--- src/rtl/clock_field_editor_pkg.sv ---
// Shared clock package: edit FSM state encoding, one-hot field select constants,
// field min/max limits, days-in-month constants and the default parameter values
// used by the setup-mode field editor and the date counters.
package clock_field_editor_pkg;

  localparam int VAL_W_DEFAULT      = 7;
  localparam int HOLD_TICKS_DEFAULT = 5;

  typedef enum logic [1:0] {
    ST_IDLE    = 2'd0,
    ST_CAPTURE = 2'd1,
    ST_EDIT    = 2'd2,
    ST_COMMIT  = 2'd3
  } edit_state_t;

  // One-hot field selects, ordered {hour_year, min_month, sec_day}
  localparam logic [2:0] FIELD_SEC_DAY   = 3'b001;
  localparam logic [2:0] FIELD_MIN_MONTH = 3'b010;
  localparam logic [2:0] FIELD_HOUR_YEAR = 3'b100;

  // Field limits (lower limit is 0 unless listed)
  localparam int SEC_MIN_MAX = 59;
  localparam int HOUR_MAX    = 23;
  localparam int DAY_MIN     = 1;
  localparam int MONTH_MIN   = 1;
  localparam int MONTH_MAX   = 12;
  localparam int YEAR_MAX    = 99;

  // Month lengths
  localparam int DIM_LONG     = 31;
  localparam int DIM_SHORT    = 30;
  localparam int DIM_FEB_LEAP = 29;
  localparam int DIM_FEB      = 28;

  function automatic logic is_one_hot3(input logic [2:0] s);
    return (s == FIELD_SEC_DAY) || (s == FIELD_MIN_MONTH) || (s == FIELD_HOUR_YEAR);
  endfunction

endpackage

--- src/rtl/clock_days_in_month.sv ---
// Days-in-month lookup shared by the field editor and the day counter.
// The year is two-digit within 2000-2099, so every year divisible by 4 is leap.
// Ports:
//   month  in  4  month 1..12 (other codes give 31)
//   year   in  7  year 0..99
//   dim    out 5  number of days in that month
module clock_days_in_month
  import clock_field_editor_pkg::*;
(
  input  logic [3:0] month,
  input  logic [6:0] year,
  output logic [4:0] dim
);

  logic leap;

  assign leap = (year % 7'd4) == 7'd0;

  // Month length table; February depends on the leap flag
  always_comb begin
    dim = 5'(DIM_LONG);
    case (month)
      4'd2:                    dim = leap ? 5'(DIM_FEB_LEAP) : 5'(DIM_FEB);
      4'd4, 4'd6, 4'd9, 4'd11: dim = 5'(DIM_SHORT);
      default:                 dim = 5'(DIM_LONG);
    endcase
  end

endmodule

--- src/rtl/clock_field_editor.sv ---
// Setup-mode field editor. Captures the time/date field selected by the setup
// FSM, steps it up/down from the buttons (with hold auto-repeat), and writes the
// edited value back to the counters through a valid/ready load handshake.
// Ports:
//   clk, rst_n                      clock, asynchronous active-low reset
//   edit_en                         setup mode active
//   sel_sec_day/min_month/hour_year one-hot field select from the setup FSM
//   page_date                       0 = time page, 1 = date page
//   btn_up, btn_down                debounced button levels
//   repeat_tick                     1-cycle auto-repeat rate pulse
//   cur_a, cur_b, cur_c             live sec|day, min|month, hour|year values
//   cur_month, cur_year             live month/year for the day limit
//   edit_value                      value being edited
//   pause_count                     freezes time counters while not idle
//   load_valid/field/page/value     write-back request and payload
//   load_ready                      counter accepts the load this cycle
module clock_field_editor
  import clock_field_editor_pkg::*;
#(
  parameter int VAL_W      = VAL_W_DEFAULT,
  parameter int HOLD_TICKS = HOLD_TICKS_DEFAULT
) (
  input  logic             clk,
  input  logic             rst_n,
  input  logic             edit_en,
  input  logic             sel_sec_day,
  input  logic             sel_min_month,
  input  logic             sel_hour_year,
  input  logic             page_date,
  input  logic             btn_up,
  input  logic             btn_down,
  input  logic             repeat_tick,
  input  logic [VAL_W-1:0] cur_a,
  input  logic [VAL_W-1:0] cur_b,
  input  logic [VAL_W-1:0] cur_c,
  input  logic [3:0]       cur_month,
  input  logic [6:0]       cur_year,
  output logic [VAL_W-1:0] edit_value,
  output logic             pause_count,
  output logic             load_valid,
  output logic [2:0]       load_field,
  output logic             load_page,
  output logic [VAL_W-1:0] load_value,
  input  logic             load_ready
);

  localparam int             HCW       = $clog2(HOLD_TICKS + 1);
  localparam logic [HCW-1:0] HOLD_FULL = HCW'(HOLD_TICKS);
  localparam logic [HCW-1:0] HOLD_LAST = HCW'(HOLD_TICKS - 1);
  localparam logic [VAL_W-1:0] ONE     = VAL_W'(1);

  edit_state_t      state;
  logic             dirty;
  logic [2:0]       field_q;
  logic             page_q;
  logic [HCW-1:0]   hold_cnt;
  logic [HCW-1:0]   hold_next;
  logic             btn_up_q;
  logic             btn_down_q;

  logic [2:0]       sel_vec;
  logic             sel_valid;
  logic             field_change;
  logic [VAL_W-1:0] sel_cur;
  logic [VAL_W-1:0] lo;
  logic [VAL_W-1:0] hi;
  logic [VAL_W-1:0] up_value;
  logic [VAL_W-1:0] down_value;
  logic [VAL_W-1:0] step_value;
  logic [4:0]       dim;

  logic             one_btn;
  logic             prev_same;
  logic             btn_edge;
  logic             btn_held;
  logic             repeat_step;
  logic             do_step;

  clock_days_in_month u_dim (
    .month (cur_month),
    .year  (cur_year),
    .dim   (dim)
  );

  assign sel_vec   = {sel_hour_year, sel_min_month, sel_sec_day};
  assign sel_valid = is_one_hot3(sel_vec);

  // Anything other than the latched single field on the latched page ends the edit
  assign field_change = !edit_en || !sel_valid || (sel_vec != field_q) || (page_date != page_q);

  // Live value of the field being selected, taken at capture time
  always_comb begin
    sel_cur = '0;
    case (sel_vec)
      FIELD_SEC_DAY:   sel_cur = cur_a;
      FIELD_MIN_MONTH: sel_cur = cur_b;
      FIELD_HOUR_YEAR: sel_cur = cur_c;
      default:         sel_cur = '0;
    endcase
  end

  // Wrap limits of the latched field; day limit follows the live month/year
  always_comb begin
    lo = '0;
    hi = '0;
    case (field_q)
      FIELD_SEC_DAY: begin
        lo = page_q ? VAL_W'(DAY_MIN) : '0;
        hi = page_q ? VAL_W'(dim) : VAL_W'(SEC_MIN_MAX);
      end
      FIELD_MIN_MONTH: begin
        lo = page_q ? VAL_W'(MONTH_MIN) : '0;
        hi = page_q ? VAL_W'(MONTH_MAX) : VAL_W'(SEC_MIN_MAX);
      end
      FIELD_HOUR_YEAR: begin
        lo = '0;
        hi = page_q ? VAL_W'(YEAR_MAX) : VAL_W'(HOUR_MAX);
      end
      default: begin
        lo = '0;
        hi = '0;
      end
    endcase
  end

  // A day captured above a shortened month limit wraps to the low end going up
  // and snaps to the limit going down
  assign up_value   = (edit_value >= hi) ? lo : edit_value + ONE;
  assign down_value = ((edit_value <= lo) || (edit_value > hi)) ? hi : edit_value - ONE;
  assign step_value = btn_up ? up_value : down_value;

  // Exactly one button may be active; "held" means the same button was also
  // high in the previous cycle, so the press edge itself never counts as a tick
  assign one_btn     = btn_up ^ btn_down;
  assign prev_same   = btn_up ? btn_up_q : btn_down_q;
  assign btn_edge    = one_btn && !prev_same;
  assign btn_held    = one_btn && prev_same;
  assign repeat_step = btn_held && repeat_tick && (hold_cnt >= HOLD_LAST);
  assign do_step     = btn_edge || repeat_step;

  // Hold counter saturates at HOLD_TICKS; from then on every tick steps
  always_comb begin
    hold_next = hold_cnt;
    if (!btn_held) begin
      hold_next = '0;
    end else if (repeat_tick) begin
      hold_next = (hold_cnt >= HOLD_LAST) ? HOLD_FULL : hold_cnt + HCW'(1);
    end
  end

  // Edit sequencer with registered outputs
  always_ff @(posedge clk or negedge rst_n) begin
    if (!rst_n) begin
      state       <= ST_IDLE;
      edit_value  <= '0;
      pause_count <= 1'b0;
      load_valid  <= 1'b0;
      load_field  <= 3'b000;
      load_page   <= 1'b0;
      load_value  <= '0;
      dirty       <= 1'b0;
      field_q     <= 3'b000;
      page_q      <= 1'b0;
      hold_cnt    <= '0;
      btn_up_q    <= 1'b0;
      btn_down_q  <= 1'b0;
    end else begin
      btn_up_q   <= btn_up;
      btn_down_q <= btn_down;
      case (state)
        ST_IDLE: begin
          hold_cnt <= '0;
          if (edit_en && sel_valid) begin
            state       <= ST_CAPTURE;
            pause_count <= 1'b1;
          end
        end
        ST_CAPTURE: begin
          hold_cnt <= '0;
          dirty    <= 1'b0;
          if (edit_en && sel_valid) begin
            edit_value <= sel_cur;
            field_q    <= sel_vec;
            page_q     <= page_date;
            state      <= ST_EDIT;
          end else begin
            state       <= ST_IDLE;
            pause_count <= 1'b0;
          end
        end
        ST_EDIT: begin
          if (field_change) begin
            hold_cnt <= '0;
            if (dirty) begin
              state      <= ST_COMMIT;
              load_valid <= 1'b1;
              load_field <= field_q;
              load_page  <= page_q;
              load_value <= edit_value;
            end else begin
              state       <= ST_IDLE;
              pause_count <= 1'b0;
            end
          end else begin
            hold_cnt <= hold_next;
            if (do_step) begin
              edit_value <= step_value;
              dirty      <= 1'b1;
            end
          end
        end
        ST_COMMIT: begin
          hold_cnt <= '0;
          if (load_ready) begin
            state       <= ST_IDLE;
            load_valid  <= 1'b0;
            pause_count <= 1'b0;
            dirty       <= 1'b0;
          end
        end
        default: begin
          state       <= ST_IDLE;
          load_valid  <= 1'b0;
          pause_count <= 1'b0;
        end
      endcase
    end
  end

endmodule

--- config.mk ---
export PLATFORM = sky130hd
export DESIGN_NAME = clock_field_editor
export DESIGN_NICKNAME = d
export VERILOG_FILES = /design/src/rtl/clock_field_editor_pkg.sv /design/src/rtl/clock_days_in_month.sv /design/src/rtl/clock_field_editor.sv
export SDC_FILE = /design/constraint.sdc
export NUM_CORES = 1
export LEC_CHECK = 0
export ABC_CLOCK_PERIOD_IN_PS = 3200
export CORE_UTILIZATION = 50
export DETAILED_ROUTE_END_ITERATION = 16
export PLACE_DENSITY = 0.9
export SYNTH_ARGS = -nofsm -noshare
export SYNTH_HDL_FRONTEND = slang
export SYNTH_SLANG_ARGS = --single-unit
--- constraint.sdc ---
create_clock -name clk -period 3.2 [get_ports clk]
set_input_delay 0.64 -clock clk [delete_from_list [all_inputs] [get_ports clk]]
set_output_delay 0.64 -clock clk [all_outputs]
set_load 0.02 [all_outputs]
# Word-level counts from Yosys, hierarchy flattened
# Index checks and enable logic that the tools add are counted.
# W data, S select, Z words.
[word_totals] word_cells=117 mem_count=0 input_bits=43 out_inout_bits=20 ramBits=0 reg_bits=32 latchBits=0 romBits=0
[classes] order_cmp=4 add_sub_neg=3 mul=0 n_reduce_logical=30 eq_ne=26 bitwise_logic=1 n_div=0 shifts=0 muxes=40
[op_table] cell="$mux W7" n=7
[op_table] cell="$pmux W7 S3" n=2
[op_table] cell="$ne A2 B2 Y1 const B" n=9
[op_table] cell="$pmux W7 S2" n=1
[op_table] cell="$mux W1" n=13
[op_table] cell="$mux W3" n=4
[op_table] cell="$mux W6" n=2
[op_table] cell="$reduce_and A4 Y1" n=3
[op_table] cell="$mux W2" n=5
[op_table] cell="$pmux W5 S2" n=1
[op_table] cell="$eq A4 B3 Y1 const B" n=2
[op_table] cell="$eq A4 B4 Y1 const B" n=2
[op_table] cell="$pmux W2 S4" n=1
[op_table] cell="$add A7 B1 Y7 const B" n=1
[op_table] cell="$ge A7 B7 Y1" n=1
[op_table] cell="$gt A7 B7 Y1" n=1
[op_table] cell="$le A7 B7 Y1" n=1
[op_table] cell="$logic_not A7 Y1" n=1
[op_table] cell="$logic_or A1 B1 Y1" n=7
[op_table] cell="$sub A7 B1 Y7 const B" n=1
[op_table] cell="$eq A3 B1 Y1 const B" n=2
[op_table] cell="$eq A3 B2 Y1 const B" n=2
[op_table] cell="$eq A3 B3 Y1 const B" n=2
[op_table] cell="$pmux W3 S2" n=1
[op_table] cell="23 further kinds" n=32

# Logic depth before layout (Yosys ltp)
# Gate-level depths: netlist of run 1.
[logic_depth] depth_word=12 mapped_depth=11 mapped_depth_nobuf=10

# Modules after synthesis
# From an unflattened synthesis of run 1, not the netlist that was laid out.
[unflattened] cells_unflattened=298 area_unflattened_um2=2706.3
[by_module_without_submodules] mod="clock_field_editor" cells_each=288 area_per_inst_um2=2633.8 seq_area_each_um2=800.8 instances=1
[by_module_without_submodules] mod="clock_days_in_month" cells_each=10 area_per_inst_um2=72.6 seq_area_each_um2=0.0 instances=1

# Least setup slack after synthesis of run 1
# No wires, ideal clock.
[synth_path] path_type="reg2reg" from="register field_q[1]" to="register edit_value[1]" n_path_buf=1 synth_period_minus_slack_ns=2.916 slack_ns=0.284 path_stages_with_launch=12 arrival_time_ns=2.794 setup_ns=0.122 required_time_ns=3.078 path_cell_list="dfrtp_1 > buf_2 > nand2b_1 > or3b_2 > o21a_1 > ha_1 > nand4_1 > o21bai_1 > o211ai_1 > nor2_1 > a221o_1 > a2bb2oi_1"
[synth_between] elab_chain_cells=10 word_cells_on_any_way=21 classes_between="order compare: 3; eq/ne: 5; mux: 8; reduce/logical: 5"
[synth_lines] item="start: declaration" line_no="clock_field_editor.sv:54" text="logic [2:0] field_q;"
[synth_lines] item="start signal: assignment" line_no="clock_field_editor.sv:183" text="field_q <= sel_vec;"
[synth_lines] item="$eq A3 B2 Y1 or $eq A3 B1 Y1 (tied branches)" line_no="clock_field_editor.sv:106" text="case (field_q)"
[synth_lines] item="$reduce_or A2 Y1 (no source line)"
[synth_lines] item="$mux W1"
[synth_lines] item="$le A7 B7 Y1" line_no="clock_field_editor.sv:129" text="assign down_value = ((edit_value <= lo) || (edit_value > hi)) ? hi : edit_value - ONE;"
[synth_lines] item="$logic_or A1 B1 Y1" line_no="clock_field_editor.sv:129"
[synth_lines] item="$mux W7" line_no="clock_field_editor.sv:129"
[synth_lines] item="$mux W7" line_no="clock_field_editor.sv:130" text="assign step_value = btn_up ? up_value : down_value;"
[synth_lines] item="$mux W7" line_no="clock_field_editor.sv:206" text="if (do_step) begin"
[synth_lines] item="$mux W7" line_no="clock_field_editor.sv:192" text="if (field_change) begin"
[synth_lines] item="$pmux W7 S2" line_no="clock_field_editor.sv:170" text="case (state)"
[synth_lines] item="end signal: assignment" line_no="clock_field_editor.sv:182" text="edit_value <= sel_cur;"
[synth_lines] item="end signal: assignment" line_no="clock_field_editor.sv:207" text="edit_value <= step_value;"
[synth_lines] item="end: declaration" line_no="clock_field_editor.sv:38" text="output logic [VAL_W-1:0] edit_value,"
# Several ways; a longest one is shown, not always the timed one. The select of a mux whose other input is x is not followed.
# A chain may end at the register's enable or synchronous reset.

# Worst setup path after layout of run 1
# Ends and elaborated chain as after synthesis.

==> flow_metrics.tcl, run 1 <==
set metrics [dict create \
    status "finished, final reports clean" \
    ys.warnings.count 0 \
    critPathMaxStageDelay_ns 0.47 \
    die_width_um 73.08 \
    maxSlewViolCount 0 \
    synth-seq-cells 32 \
    grt_pass1_wl_mm 9.791 \
    endpoint_kind "register" \
    synth_edf_count 0 \
    avgSynthCellArea_um2 9.220 \
    max-slew-margin-rel_pct 66.87 \
    finalHoldViolCount 0 \
    fin_nets 393 \
    cts_buffers 5 \
    crit_fanout 8 \
    clock_sinks 32 \
    synth_top_area_share_pct 31.70 \
    setup_viol 0 \
    drive_above_1_share_pct 17.70 \
    n_antenna_cell 0 \
    areaGrowthSynthToFinish_pct 30.71 \
    io-pin-count 63 \
    clk_pin_slew_ns 0.07 \
    max-cap-violations 0 \
    ctsResizeCount 0 \
    via_per_inst 5.761 \
    synth_cells 274 \
    core_mm2 0.004786 \
    arrival_ns 3.23 \
    postCtsHoldBufs 0 \
    num_vias 2339 \
    yosysUniqueCellTypes 63 \
    dieArea_mm2 0.005341 \
    power_density_mw_per_mm2 590.3 \
    synthTopCellsByCount "dfrtp_1, o21ai_0, nand2_1, a21oi_1, nor2_1" \
    root_buffer "clkbuf_8" \
    fill_cells 369 \
    async_reset_ff_share_pct 100.0 \
    hold_ws_ns 0.4923 \
    dpl.hpwl_mm 4.630 \
    rows 25 \
    clk_path_buf_depth 2 \
    skew_ns 0.007300 \
    rsz0062_at_grt "false" \
    drc 0 \
    crit_chain "buf_4 -> xnor2_1 -> or2_2 -> o21a_1 -> ha_1 -> nand4_1 -> o21bai_1 -> o211ai_1 -> buf_4 -> nor2_1 -> a221o_1 -> a2bb2oi_1" \
    track_usage_pct 23.80 \
    cp_top_family "compound AO/OA/AOI/OAI gates" \
    cp_data_required_time_ns 3.38 \
    synth_most_common_cell "dfrtp_1" \
    grt-ovfl-total 0 \
    synth_area_mm2 0.002526 \
    grt_pass1_vias 2103 \
    period_minus_slack_ns 3.050 \
    p_leak_uw 0.001345 \
    period_share_pct 95.30 \
    crit_type "register to register" \
    ir_drop_mv 0.2715 \
    routedWlPerCell_um 14.80 \
    post-cts-setup-buffers 0 \
    final_antenna_net_count 0 \
    synth_area_leader_cell "dfrtp_1" \
    die_height_um 73.08 \
    insertion_delay_ns 0.29 \
    ys_seq_area_share_pct 31.70 \
    dpl_worst_slack_ns -0.09635 \
    start_kind "register" \
    totalWireLength_mm 6.010 \
    path_common_cell "buf_4" \
    worst_pin_slew_ns 0.4948 \
    setup_slack_ns 0.1503 \
    cp.buffers_inverters 2 \
    start_util_pct 52.78 \
    synth_area_leaders "dfrtp_1, ha_1, mux2_4" \
    htree_num_levels 2 \
    antenna_found_initial 0 \
    synth_ff_type "dfrtp_1" \
    gp_congestion 0.8814 \
    grt_max_degree 33 \
    first_iter_violations 141 \
    cts_tree "yes" \
    max_freq_mhz 327.9 \
    hold_path_class "register to register" \
    io_buffers 57 \
    first_pass_iters 4 \
    syn_nets 329 \
    cp_slowest_cell "dfrtp_1" \
]
-- worst paths after layout --
| kind | cells after the start | from | slack [ns] | endpoint |
|---|---|---|---|---|
| setup / recovery | 12 | field_q[1] | 0.15 | edit_value[1] |
| hold / removal | 1 | load_valid | 0.49 | load_valid |
| setup reg to reg | 12 | field_q[1] | 0.15 | edit_value[1] |
| hold reg to reg | 1 | load_valid | 0.49 | load_valid |
| max in group asynchronous | 2 | rst_n | 2.17 | field_q[2] |
| min in group asynchronous | 2 | rst_n | 0.75 | field_q[1] |
-- routing by layer --
layer	track usage, %	up-vias	wire length, um
met4	7.190	0	82
li1	-	1136	-
met1	29.92	1109	2484
met2	40.74	86	3142
met3	5.110	8	301
met5	0	-	0
-- placed cells by master (no fill, tap or decap), types with 4 or more instances in the layout --
cell type,count
a21oi_1,17
a21oi_2,6
a22oi_1,6
buf_4,15
clkbuf_8,5
clkdlybuf4s50_1,57
dfrtp_1,32
ha_1,12
inv_1,7
mux2_2,7
mux2_4,9
nand2_1,18
nand2b_1,5
nand3_1,11
nand3b_1,5
nor2_1,17
nor3b_1,4
nor4_1,6
o21ai_0,22
o31ai_1,4
xnor2_1,5
xor2_1,10
-- where the power goes --
| group | internal [uW] | total [uW] | switching (uW) |
|---|---|---|---|
| Sequential | 450 | 570 | 120 |
| Combinational | 487 | 999 | 512 |
| Clock | 231 | 380 | 150 |
-- stage by stage --
stage / TNS (ns) / util [%] / std cells / power (uW) / cell area [um2]
floorplan: 0 / - / 274 / 1216 / 2526
global placement: -0.01622 / 66.54 / 398 / 1507 / 3184
detailed placement: -0.2764 / 66.54 / 398 / 1547 / 3184
CTS: 0 / 68.78 / 406 / 1931 / 3292
global route: 0 / 68.99 / 406 / 2085 / 3302
finish: 0 / 68.99 / 406 / 1949 / 3302
-- final cells by class --
cell class,count,area [um2],share of cell area (%)
Clock buffer,6,72.57,2.198
Multi-Input combinational cell,219,1597,48.35
Sequential cell,32,800.8,24.25
Tap cell,67,83.83,2.539
Clock inverter,2,35.03,1.061
Timing Repair Buffer,72,683.2,20.69
Inverter,8,30.03,0.9094
-- registers in the layout, summed over array words and instances, names as in the netlist --
register     cells
page_q           1
field_q          3
load_valid       1
load_page        1
hold_cnt         3
edit_value       7
load_value       7
dirty            1
pause_count      1
btn_down_q       1
load_field       3
state            2
btn_up_q         1
-- cells by family after synthesis --
group           count (synthesis)  share of synthesized area, %
compound gates                 83                         22.34
fa+ha+maj                      13                         6.340
buf+inv                        23                         5.497
xor+xnor                       15                         5.200
mux                            18                         9.262
flops                          32                         31.70
simple gates                   90                         19.66
-- worst register-to-register path, cell delays in order (launching register included) --
cell and delay [ns]:
dfrtp_1 0.47, buf_4 0.19, xnor2_1 0.13, or2_2 0.33
o21a_1 0.21, ha_1 0.30, nand4_1 0.17, o21bai_1 0.21
o211ai_1 0.20, buf_4 0.20, nor2_1 0.05, a221o_1 0.35
a2bb2oi_1 0.13
No activity file was read; power rests on OpenSTA's default activity.
==> inputs of run 2 (changes only) <==
==> constraint.sdc (replaced) <==
create_clock -name clk -period 3.2 [get_ports clk]
set_input_delay 0.48 -clock clk [delete_from_list [all_inputs] [get_ports clk]]
set_output_delay 0.48 -clock clk [all_outputs]
set_load 0.02 [all_outputs]
==> run 2 against run 1 <==
Sequential share of layout area is 0.24 points higher. Total power fell by 0.34%. Non-clock buffer count is 4 lower. Global-route usage up 1.2 points. Die area stayed put. Utilization fell by 0.68 points. First-iteration DRC count shrank 2.1%. Via count rose by 1.1%. Register-to-register slack better by 0.08 ns. Critical path depth down 1. Routed wire length grew 3.3%. Critical endpoint is now edit_value[0].
==> flow_metrics.tcl, run 2 (synthesis results as in run 1) <==
set metrics [dict create \
    insertion_delay_ns 0.29 \
    reg_top3 "edit_value: 7 flops, load_value: 7 flops" \
    crit_chain "buf_4 -> or3b_2 -> a21oi_1 -> a21oi_1 -> ha_1 -> nand3b_1 -> a21oi_1 -> o22a_1 -> o211a_1 -> o31ai_1 -> a22oi_2" \
    multiInputGateArea_mm2 0.001594 \
    finalHoldViolCount 0 \
    maxSlewViolCount 0 \
    setup_slack_ns 0.2283 \
    first_iter_violations 138 \
    max-cap-violations 0 \
    final_common_cell "clkdlybuf4s50_1" \
    cts_tree "yes" \
    final_cell_mix "clkdlybuf4s50_1, dfrtp_1, o21ai_0" \
    root_buffer "clkbuf_8" \
    start_kind "register" \
    clk_pin_slew_ns 0.07 \
    arrival_ns 3.13 \
    hold_path_class "register to register" \
    top_layer "met4" \
    fill_cells 373 \
    die_width_um 73.08 \
    first_pass_iters 4 \
    max-slew-margin-rel_pct 63.33 \
    tns_ns 0 \
    crit_fanout 7 \
    critPathMaxStageDelay_ns 0.44 \
    gp_congestion 0.8804 \
    io_buffers 57 \
    wl_met2_mm 3.202 \
    track_usage_pct 25.00 \
    crit_type "register to register" \
    path_common_cell "a21oi_1" \
    instances_no_fill 402 \
    worst_pin_slew_ns 0.5454 \
    cp.buffers_inverters 1 \
    via_per_inst 5.881 \
    clock_sinks 32 \
    routedWlPerCell_um 15.44 \
    drc 0 \
    areaGrowthSynthToFinish_pct 29.42 \
    cp_top_family "compound AO/OA/AOI/OAI gates" \
    rows 25 \
    final_antenna_net_count 0 \
    fin_area_mm2 0.003269 \
    max_freq_mhz 336.5 \
    grt-ovfl-total 0 \
    dieArea_mm2 0.005341 \
    skew_ns 0.01067 \
    setup_viol 0 \
    dr_wl_met3_um 358 \
    cp_data_required_time_ns 3.36 \
    num_vias 2364 \
    dpl.hpwl_mm 4.710 \
    report.power.total_uw 1943 \
    fin_nets 389 \
    totalWireLength_mm 6.206 \
    dp_cells 393 \
    status "finished, final reports clean" \
    period_share_pct 92.87 \
    antenna_found_initial 0 \
    grt_max_degree 33 \
    die_height_um 73.08 \
    p_leak_uw 0.001324 \
    io-pin-count 63 \
    grt_pass1_wl_mm 10.29 \
    n_antenna_cell 0 \
    htree_num_levels 2 \
    period_minus_slack_ns 2.972 \
    start_util_pct 52.78 \
    ir_drop_mv 0.2523 \
    seqCellArea_um2 800.8 \
    cp_slowest_cell "or3b_2" \
    core_mm2 0.004786 \
    clk_path_buf_depth 2 \
    drt-met1-wl_mm 2.541 \
    endpoint_kind "register" \
    drive_above_1_share_pct 16.72 \
    power_density_mw_per_mm2 594.2 \
    placed_area_mm2 0.003147 \
    dpl_worst_slack_ns -0.09147 \
    grt_pass1_vias 2273 \
    cts_buffers 5 \
]
-- run 2: cell types whose count changed in the layout (fill, tap and decap cells not counted) --
cell / previous run / this run
nor3b_2: 1 / 0
buf_4: 15 / 11
nor3b_1: 4 / 5
nor2_1: 17 / 16
nor2_2: 1 / 2
-- run 2: worst reg2reg max path, cell delays in order, from the launching register on --
cell and delay (ns):
dfrtp_1 0.41, buf_4 0.19, or3b_2 0.44, a21oi_1 0.24
a21oi_1 0.10, ha_1 0.33, nand3b_1 0.10, a21oi_1 0.08
o22a_1 0.27, o211a_1 0.25, o31ai_1 0.35, a22oi_2 0.08
-- run 2: report_power, final --
| group | internal (uW) | switching, uW |
|---|---|---|
| Sequential | 450 | 116 |
| Clock | 231 | 152 |
| Combinational | 471 | 523 |
| Total | 1150 | 791 |
-- run 2: per-stage QoR --
| step | hold slack (ns) | utilization [%] |
|---|---|---|
| after CTS | 0.5124 | 68.00 |
| after detailed placement | 0.4961 | 65.75 |
| after floorplan | 0.1844 | - |
| after global routing | 0.5211 | 68.31 |
| final | 0.5041 | 68.31 |
| after global placement | 0.4767 | 65.75 |
-- run 2: final cells by class --
class / count / area share (%)
flip-flops and latches: 32 / 24.49
clock buffers: 6 / 2.220
well taps: 67 / 2.564
multi-input cells: 219 / 48.76
inverters: 8 / 0.9185
clock inverters: 2 / 1.072
repair buffers: 68 / 19.98
-- run 2: final timing paths --
kind | start | end | slack, ns | cells past startpoint
hold reg to reg | load_valid | load_valid | 0.50 | 1
min in group asynchronous | rst_n | hold_cnt[0] | 0.59 | 2
setup / recovery | field_q[1] | edit_value[0] | 0.23 | 11
setup reg to reg | field_q[1] | edit_value[0] | 0.23 | 11
max in group asynchronous | rst_n | load_value[3] | 2.31 | 2
hold / removal | load_valid | load_valid | 0.50 | 1
-- run 2: layer usage --
layer	up-vias	track usage (%)
li1	1132	-
met5	-	0
met1	1124	30.68
met2	95	42.80
met3	13	4.834
met4	0	10.24
-- run 2: what timing repair did --
item / CTS / global route
setup buffers: 0 / 1
setup endpoints to repair: 0 / 5
gates resized for setup: 0 / 2
hold endpoints to repair: 0 / 0
hold buffers: 0 / 0
==> inputs of run 3 (changes only) <==
ABC_AREA = 1   (was unset)
CORE_UTILIZATION = 49   (was 50)
PLACE_DENSITY = 0.89   (was 0.9)
==> run 3 against run 2 <==
Clock power up 2%. Utilization down 1.6 points. Total power up 33%. Sequential power up 21%. Largest power group unchanged. Highest routed layer unchanged. Synthesized area down 5.0%. Fmax up 12%. First-iteration DRC count down 24%. Die area down 2.9%. Combinational power up 52%. Design area down 3.6%. Routed wire length down 7.9%.
==> flow_metrics.tcl, run 3 <==
set metrics [dict create \
    async_reset_ff_share_pct 100.0 \
    rsz0062_at_grt "false" \
    p_int_uw 1327 \
    areaGrowthSynthToFinish_pct 31.21 \
    reg2reg_from "field_q[2]" \
    rows 25 \
    holdPathStages 2 \
    num_vias 2436 \
    final_common_cell "nand2_1" \
    synth-seq-cells 32 \
    grt_max_degree 33 \
    postCtsHoldBufs 0 \
    syn_nets 404 \
    max-cap-violations 0 \
    power_density_mw_per_mm2 821.0 \
    cp_data_required_time_ns 3.41 \
    crit_fanout 6 \
    n_antenna_cell 0 \
    grt_pass1_vias 2386 \
    endpoint_kind "register" \
    ir_drop_mv 0.3475 \
    final_antenna_net_count 0 \
    routedWlPerCell_um 11.95 \
    pwr-share-seq_pct 26.5 \
    io-pin-count 63 \
    max-slew-margin-rel_pct 71.99 \
    synth_area_leaders "dfrtp_1, nand2_1, nand3_1" \
    report.power.total_uw 2586 \
    dieArea_mm2 0.005184 \
    root_buffer "clkbuf_8" \
    max_freq_mhz 376.9 \
    p_leak_uw 0.001563 \
    regToRegEndpoint "edit_value[4]" \
    via_per_inst 5.096 \
    antenna_found_initial 0 \
    p_sw_uw 1259 \
    synth_cells 349 \
    avgSynthCellArea_um2 6.880 \
    maxSlewViolCount 0 \
    yosysUniqueCellTypes 29 \
    track_usage_pct 24.42 \
    io_buffers 57 \
    gp_congestion 0.9062 \
    worst_pin_slew_ns 0.4201 \
    power_frac_comb_pct 58.5 \
    ys.warnings.count 0 \
    ys_seq_area_share_pct 33.35 \
    skew_ns 0.007642 \
    arrival_ns 2.86 \
    synth_most_common_cell "nand2_1" \
    totalWireLength_mm 5.714 \
    synth_top_area_share_pct 33.35 \
    ctsResizeCount 0 \
    htree_num_levels 2 \
    fill_cells 408 \
    start_util_pct 50.83 \
    clk_path_buf_depth 2 \
    grt-ovfl-total 0 \
    die_height_um 72 \
    finalHoldViolCount 0 \
    sw_frac_of_total_pct 48.68 \
    start_kind "input pin" \
    core_mm2 0.004723 \
    rrSetupSlack_ns 0.59 \
    status "finished, final reports clean" \
    synthTopCellsByCount "nand2_1, inv_1, nand3_1, dfrtp_1, nor2_1" \
    die_width_um 72 \
    path_common_cell "nand2_1" \
    drive_above_1_share_pct 7.786 \
    crit_type "input pin to register" \
    period_minus_slack_ns 2.653 \
    crit_chain "clkdlybuf4s50_1 -> nand2_1 -> nor2_1 -> a21oi_1 -> nor3_1 -> ha_1 -> nand3_1 -> nand2_1 -> nand2_1 -> nand2_1 -> inv_2 -> nand2_1 -> nor2_2 -> nand2_1 -> nand2_1 -> nand2_1 -> a21oi_1" \
    post-cts-setup-buffers 0 \
    hold_path_class "register to register" \
    period_share_pct 82.91 \
    whs_endpoint "load_value[4]" \
    critPathMaxStageDelay_ns 0.46 \
    cp_slowest_cell "clkdlybuf4s50_1" \
    synth_ff_type "dfrtp_1" \
    synth_area_leader_cell "dfrtp_1" \
    synth_edf_count 0 \
    reg2regPathDepth 18 \
    synth_area_mm2 0.002401 \
    pwr-share-clk_pct 15.0 \
    first_pass_iters 6 \
    fin_nets 465 \
    cp.buffers_inverters 2 \
    clock_sinks 32 \
    grt_pass1_wl_mm 9.922 \
    dpl.hpwl_mm 4.487 \
    drc 0 \
    worstHoldStart "load_value[4]" \
    clk_pin_slew_ns 0.07 \
    final_cell_mix "nand2_1, clkdlybuf4s50_1, inv_1" \
    setup_viol 0 \
    first_iter_violations 105 \
    tns_ns 0 \
    reg_top3 "edit_value: 7 flops, load_value: 7 flops" \
    cts_buffers 5 \
    cts_tree "yes" \
    insertion_delay_ns 0.29 \
    cp_top_family "simple AND/OR/NAND/NOR gates" \
]
==> run 3: kinds of logic after synthesis <==
group | share of synthesized area [%]
muxes | 1.251
and+or+nand+nor | 35.90
adders and majority gates | 6.253
xor gates and xnor gates | 5.107
DFF | 33.35
buffers and inverters | 8.806
AOI/OAI and AO/OA | 9.328
==> run 3: through the flow <==
step           worst slack, ns  cell area (um2)  hold WS [ns]  std cells  utilization [%]
2_1_floorplan            1.052             2401        0.1844        349                -
3_3_place_gp            0.4480             3039        0.4654        470            64.34
3_5_place_dp            0.3079             3039        0.4727        470            64.34
4_1_cts                 0.5636             3151        0.4912        478            66.70
5_1_grt                 0.3423             3151        0.5020        478            66.70
6_report                0.5470             3151        0.4855        478            66.70
==> run 3: area by class of cell <==
cell class | instances | area (um2) | area share [%]
well taps | 67 | 83.83 | 2.661
flip-flops and latches | 32 | 800.8 | 25.42
clock inverters | 3 | 42.54 | 1.350
repair buffers | 59 | 585.6 | 18.59
clock buffers | 5 | 68.82 | 2.184
multi-input cells | 264 | 1389 | 44.08
inverters | 48 | 180.2 | 5.719
==> run 3: worst max path at each step <==
stage                      start             to  slack, ns  depth (start not counted)
finish              cur_month[1]  edit_value[4]       0.55                         17
global route          field_q[0]  edit_value[4]       0.34                         15
CTS                 cur_month[1]  edit_value[4]       0.56                         17
detailed placement  cur_month[0]  edit_value[5]       0.31                         16
global placement    cur_month[1]  edit_value[1]       0.45                         17
floorplan             field_q[2]  edit_value[3]       1.05                         18
==> run 3: power by group through the flow <==
stage	clock (uW)	combinational [uW]	sequential (uW)
floorplan	0	1040	693
global placement	0	1440	676
detailed placement	0	1490	687
CTS	397	1510	679
global route	411	1730	701
finish	389	1510	685
==> run 3: per-layer routing <==
metal	part of all wire, %	global-route usage (%)	wire (um)
met5	0	0	0
met4	1.8	12.64	101
met3	5.1	5.972	293
met2	50	43.08	2862
met1	43	27.35	2457
==> run 3: worst reg2reg max path, delay by kind of cell, from the launching register on <==
| kind | cells | cell delay (ns) |
|---|---|---|
| AND/OR/NAND/NOR | 12 | 1.24 |
| flip-flops | 1 | 0.42 |
| adder cells (fa/ha/maj) | 1 | 0.32 |
| AO/OA/AOI/OAI | 2 | 0.29 |
| buffers and inverters | 3 | 0.27 |
